==> config.mk <==
export PLATFORM = sky130hd
export DESIGN_NAME = alu_seq
export DESIGN_NICKNAME = d
export VERILOG_FILES = /design/src/rtl/alu_seq.sv
export SDC_FILE = /design/constraint.sdc
export NUM_CORES = 1
export LEC_CHECK = 0
export ABC_AREA = 0
export CAP_MARGIN = 40
export CELL_PAD_IN_SITES_DETAIL_PLACEMENT = 1
export CELL_PAD_IN_SITES_GLOBAL_PLACEMENT = 1
export CORE_MARGIN = 2
export CORE_UTILIZATION = 40
export DETAILED_ROUTE_END_ITERATION = 10
export PLACE_DENSITY = 0.82
export SETUP_SLACK_MARGIN = 0.02
export SLEW_MARGIN = 40
export SYNTH_ARGS = -nofsm -noshare
export SYNTH_HDL_FRONTEND = slang
export SYNTH_SLANG_ARGS = --single-unit
export TNS_END_PERCENT = 1
==> constraint.sdc <==
create_clock -name clk -period 1.96 [get_ports clk]
set_input_delay 0.49 -clock clk [delete_from_list [all_inputs] [get_ports clk]]
set_output_delay 0.49 -clock clk [all_outputs]
set_load 0.01 [all_outputs]
==> src/rtl/alu_seq.sv <==
`default_nettype none
// ============================================================================
// Module   : alu_seq
// Brief    : Sequencer that feeds a combinational ALU from a 4x8 register file.
//            Define ALU_BYPASS_EN to skip the READ state (2-cycle throughput).
// Revision : 1.0 - initial release
// ============================================================================
module alu_seq #(
   parameter int W    = 8,
   parameter int NREG = 4
) (
   input  logic         clk,
   input  logic         rst_n,
   input  logic         in_valid,
   output logic         in_ready,
   input  logic [3:0]   in_op,
   input  logic [1:0]   in_ra,
   input  logic [1:0]   in_rb,
   input  logic [1:0]   in_rd,
   input  logic         in_wb,
   input  logic         ld_en,
   input  logic [1:0]   ld_addr,
   input  logic [W-1:0] ld_data,
   output logic [W-1:0] alu_a,
   output logic [W-1:0] alu_b,
   output logic [3:0]   alu_op,
   input  logic [W-1:0] alu_c,
   input  logic [W-1:0] alu_flags,
   output logic [W-1:0] result,
   output logic [W-1:0] flags,
   output logic         done,
   input  logic [1:0]   dbg_addr,
   output logic [W-1:0] dbg_data
);

   typedef enum logic [1:0] {
      IDLE = 2'd0,
      READ = 2'd1,
      EXEC = 2'd2
   } state_t;

   state_t         state_q, state_d;
`ifndef ALU_BYPASS_EN
   logic [3:0]     op_q, op_d;
   logic [1:0]     ra_q, ra_d;
   logic [1:0]     rb_q, rb_d;
`endif
   logic [1:0]     rd_q, rd_d;
   logic           wb_q, wb_d;
   logic [W-1:0]   rf_q [NREG];
   logic [W-1:0]   rf_d [NREG];
   logic [W-1:0]   alu_a_q, alu_a_d;
   logic [W-1:0]   alu_b_q, alu_b_d;
   logic [3:0]     alu_op_q, alu_op_d;
   logic [W-1:0]   result_q, result_d;
   logic [W-1:0]   flags_q, flags_d;
   logic           done_q, done_d;

   always_comb begin
      state_d  = state_q;
`ifndef ALU_BYPASS_EN
      op_d     = op_q;
      ra_d     = ra_q;
      rb_d     = rb_q;
`endif
      rd_d     = rd_q;
      wb_d     = wb_q;
      alu_a_d  = alu_a_q;
      alu_b_d  = alu_b_q;
      alu_op_d = alu_op_q;
      result_d = result_q;
      flags_d  = flags_q;
      done_d   = 1'b0;

      case (state_q)
         IDLE: begin
            if (in_valid) begin
               rd_d = in_rd;
               wb_d = in_wb;
`ifdef ALU_BYPASS_EN
               alu_a_d  = rf_q[in_ra];
               alu_b_d  = rf_q[in_rb];
               alu_op_d = in_op;
               state_d  = EXEC;
`else
               op_d    = in_op;
               ra_d    = in_ra;
               rb_d    = in_rb;
               state_d = READ;
`endif
            end
         end
`ifndef ALU_BYPASS_EN
         READ: begin
            alu_a_d  = rf_q[ra_q];
            alu_b_d  = rf_q[rb_q];
            alu_op_d = op_q;
            state_d  = EXEC;
         end
`endif
         EXEC: begin
            result_d = alu_c;
            flags_d  = alu_flags;
            done_d   = 1'b1;
            state_d  = IDLE;
         end
         default: state_d = IDLE;
      endcase

      // Write-back is applied after the load port so it wins on an address clash.
      for (int i = 0; i < NREG; i++) begin
         rf_d[i] = rf_q[i];
         if (ld_en && (ld_addr == 2'(i)))
            rf_d[i] = ld_data;
         if ((state_q == EXEC) && wb_q && (rd_q == 2'(i)))
            rf_d[i] = alu_c;
      end
   end

   always_ff @(posedge clk or negedge rst_n) begin
      if (!rst_n) begin
         state_q  <= IDLE;
`ifndef ALU_BYPASS_EN
         op_q     <= '0;
         ra_q     <= '0;
         rb_q     <= '0;
`endif
         rd_q     <= '0;
         wb_q     <= 1'b0;
         alu_a_q  <= '0;
         alu_b_q  <= '0;
         alu_op_q <= '0;
         result_q <= '0;
         flags_q  <= '0;
         done_q   <= 1'b0;
         for (int i = 0; i < NREG; i++)
            rf_q[i] <= '0;
      end else begin
         state_q  <= state_d;
`ifndef ALU_BYPASS_EN
         op_q     <= op_d;
         ra_q     <= ra_d;
         rb_q     <= rb_d;
`endif
         rd_q     <= rd_d;
         wb_q     <= wb_d;
         alu_a_q  <= alu_a_d;
         alu_b_q  <= alu_b_d;
         alu_op_q <= alu_op_d;
         result_q <= result_d;
         flags_q  <= flags_d;
         done_q   <= done_d;
         for (int i = 0; i < NREG; i++)
            rf_q[i] <= rf_d[i];
      end
   end

   assign in_ready = (state_q == IDLE);
   assign alu_a    = alu_a_q;
   assign alu_b    = alu_b_q;
   assign alu_op   = alu_op_q;
   assign result   = result_q;
   assign flags    = flags_q;
   assign done     = done_q;
   assign dbg_data = rf_q[dbg_addr];

endmodule
`default_nettype wire

==> results by group <==
Run status
  – Status: completed

Detailed routing
  – Drt first-iter violations: 103
  – Total wire length: 10300 um
  – # DRC: 0
  – First drt pass iteration count: 4
  – DR vias: 2602
  – Vias per cell: 5.30
  – Antenna viol nets, final: 0
  – WL/cell: 21.0 um

Critical path
  – Setup crit start kind: register
  – Worst R2R End: rf_q[11]$_DFFE_PN0P_
  – Crit-path slowest cell: mux4_2
  – Crit Reg-Reg Startpoint: state_q[0]$_DFFE_PN0P_
  – CP max stage delay: 0.48 ns
  – Flop-to-flop setup slack: 0.12 ns
  – CP Launch Point: rf_q[13]$_DFFE_PN0P_
  – CP Capture Type: output port
  – Data required, critical path: 1.47 ns
  – Worst setup endpoint: dbg_data[5]
  – Setup CP Type: reg2out
  – Worst R2R Path Depth: 3
  – Crit path arrival time: 1.42 ns
  – Max Fanout on Critical Path: 4
  – Critical path cell sequence: mux4_2, buf_2

Die
  – Die ar.: 10900 sq um
  – Chip width: 104 um
  – Die height: 104 um
  – Num rows: 36
  – Core area: 9770 sq um
  – Starting Density: 0.412
  – # IOs: 89

Power and ir drop
  – Overall Power: 6760 uW
  – LEAKAGE: 0.00218 uW
  – Worst-case vdd ir drop: 0.490 mV
  – Pwr dens: 1250 nW/um^2

Placed design
  – IO Port Bufs: 88
  – Final RePlAce weighted congestion: 0.833
  – Pre-CTS setup slack: -0.710 ns
  – Detailed Place HPWL: 7840 um

STA
  – Final setup viols: 0
  – Worst slew pin tran: 0.607 ns
  – RSZ-0062 raised after global routing: true
  – Worst Skew: 0.0164 ns
  – Crit path time final: 1.91 ns
  – Slew margin rel.: 0.593
  – Final worst-path cycle share: 0.975
  – Fin. max-slew vios: 0
  – Setup ws final: 0.0496 ns
  – Max Freq: 0.523 GHz
  – Final hold violation count: 0

Clocking
  – TritonCTS Sinks: 82
  – H-tree depth: 3
  – Inserted Clock Buffers: 9
  – Clk slew on worst S/H paths: 0.10 ns
  – CTS max path bufs: 2
  – Cts hold-fix bufs: 0
  – Root Buffer: clkbuf_8
  – CTS tree: built
  – Clk_lat worst skew: 0.36 ns

Layout
  – Antenna diodes: 0
  – Share of post-route cells with drive strength above 1: 0.536
  – # fillers: 967
  – Nets: 396
  – P&R area growth vs syn: 33.9%

Synth
  – Sequential element share of the synthesized area: 0.510
  – Main flop type after synthesis: dfrtp_1
  – Mapped Nets: 284
  – Count leader, synth: mux2_2
  – Synth top area share: 0.510
  – Synth cell count leaders: 111 x mux2_2, 82 x dfrtp_1, 24 x mux4_2
  – Synth top area cells: dfrtp_1 51%, mux2_2 31%, mux4_2 13%, buf_2 0.87%, nand3b_2 0.56%
  – Post-synth EDFFs: 0
  – Avg Cell Area, Syn: 16.7 sq um
  – Synth Warn #: 0
  – Seq cells post-synth: 82
  – Cell variety after synth: 18
  – Synth Cell Area: 4030 sq um
  – Asr flop ratio synth: 1.00
  – Syn Inst Count: 241
  – Synth area leader: dfrtp_1

Global route
  – Initial antenna violation count: 0
  – GRT Total Usage: 0.199
  – Vias in the first global route: 2885
  – Largest net degree at the start of global routing: 38
  – First-pass GRT wire length: 16400 um
  – Total grt overflow: 0

Min path
  – HP Class: in2async

Run
  – Max Cap Viol: 0
==> layer usage <==
layer	part of all wire	track usage	vias to the layer above
li1	-	-	1147
met1	0.43	0.256	1374
met2	0.52	0.338	67
met3	0.031	0.0294	14
met4	0.019	0.0763	0
met5	0	0	-
==> report_power, final <==
group	total (uW)	switching [uW]	internal, uW
Combinational	2760	904	1860
Sequential	2850	536	2320
Clock	1150	674	474
==> area by class of cell <==
cell class	instances	area, sq um	area share
Clock buffer	10	128	0.0237
Tap cell	133	166	0.0309
Sequential cell	82	2050	0.381
Clock inverter	6	50.0	0.00929
Timing Repair Buffer	113	1080	0.200
Multi-Input combinational cell	147	1920	0.355
==> critical path: cells and delay by family, from the launching register on <==
family,cells,cell delay (ns)
buf+inv,1,0.16
flops,1,0.43
mux,1,0.48
==> cells by family (layout without fill, tap and decap cells) <==
kind of cell | after synthesis | after routing | synth area share
simple gates | 12 | 12 | 0.0305
flops | 82 | 82 | 0.510
mux | 135 | 135 | 0.445
buf+inv | 12 | 129 | 0.0152
==> state kept, by name, indices dropped and copies added, names as in the netlist <==
| name | count |
|---|---|
| alu_a | 8 |
| alu_b | 8 |
| alu_op | 4 |
| done | 1 |
| flags | 8 |
| op_q | 4 |
| ra_q | 2 |
| rb_q | 2 |
| rd_q | 2 |
| result | 8 |
| rf_q | 32 |
| state_q | 2 |
| wb_q | 1 |
==> timing repair <==
action	4_1_cts	5_1_grt
setup buffers	0	0
setup endpoints to repair	9	6
resized for setup	40	0
==> worst min-delay path by stage <==
stage	from	end	slack, ns	depth (start not counted)
after floorplan	rst_n	alu_a[0]$_DFFE_PN0N_	0.19	0
after global placement	op_q[0]$_DFFE_PN0P_	alu_op[0]$_DFFE_PN0N_	0.48	1
after detailed placement	rst_n	result[0]$_DFFE_PN0P_	0.50	1
after CTS	rst_n	rf_q[25]$_DFFE_PN0P_	0.11	1
after global routing	rst_n	rf_q[25]$_DFFE_PN0P_	0.11	1
final	rst_n	rf_q[25]$_DFFE_PN0P_	0.09	1
==> cell usage in the layout, fill, tap and decap left out <==
master and count:
nand4bb_1 1, dlygate4sd2_1 2, clkinv_4 2, buf_4 21, clkbuf_1 1, nand4b_2 1, inv_6 2, and2b_1 1
nand3_2 1, mux2_2 111, dfrtp_1 82, mux4_2 24, clkbuf_8 9, nand4_2 1, clkinvlp_4 2, nand3b_2 2
buf_6 2, nor2_1 1, nand4b_1 1, nor3b_4 1, clkdlybuf4s50_1 76, and2_1 1, nor2b_2 1, buf_12 4
buf_2 8
==> through the flow <==
stage / setup TNS [ns] / utilization / instance area [sq um] / hold slack (ns) / cells
2_1_floorplan: 0 / - / 4030 / 0.194 / 241
3_3_place_gp: -10.19 / 0.537 / 5250 / 0.482 / 475
3_5_place_dp: -11.07 / 0.537 / 5250 / 0.495 / 475
4_1_cts: 0 / 0.551 / 5390 / 0.106 / 491
5_1_grt: 0 / 0.551 / 5390 / 0.113 / 491
6_report: 0 / 0.551 / 5390 / 0.0913 / 491
(Power assumes the default switching activity.)
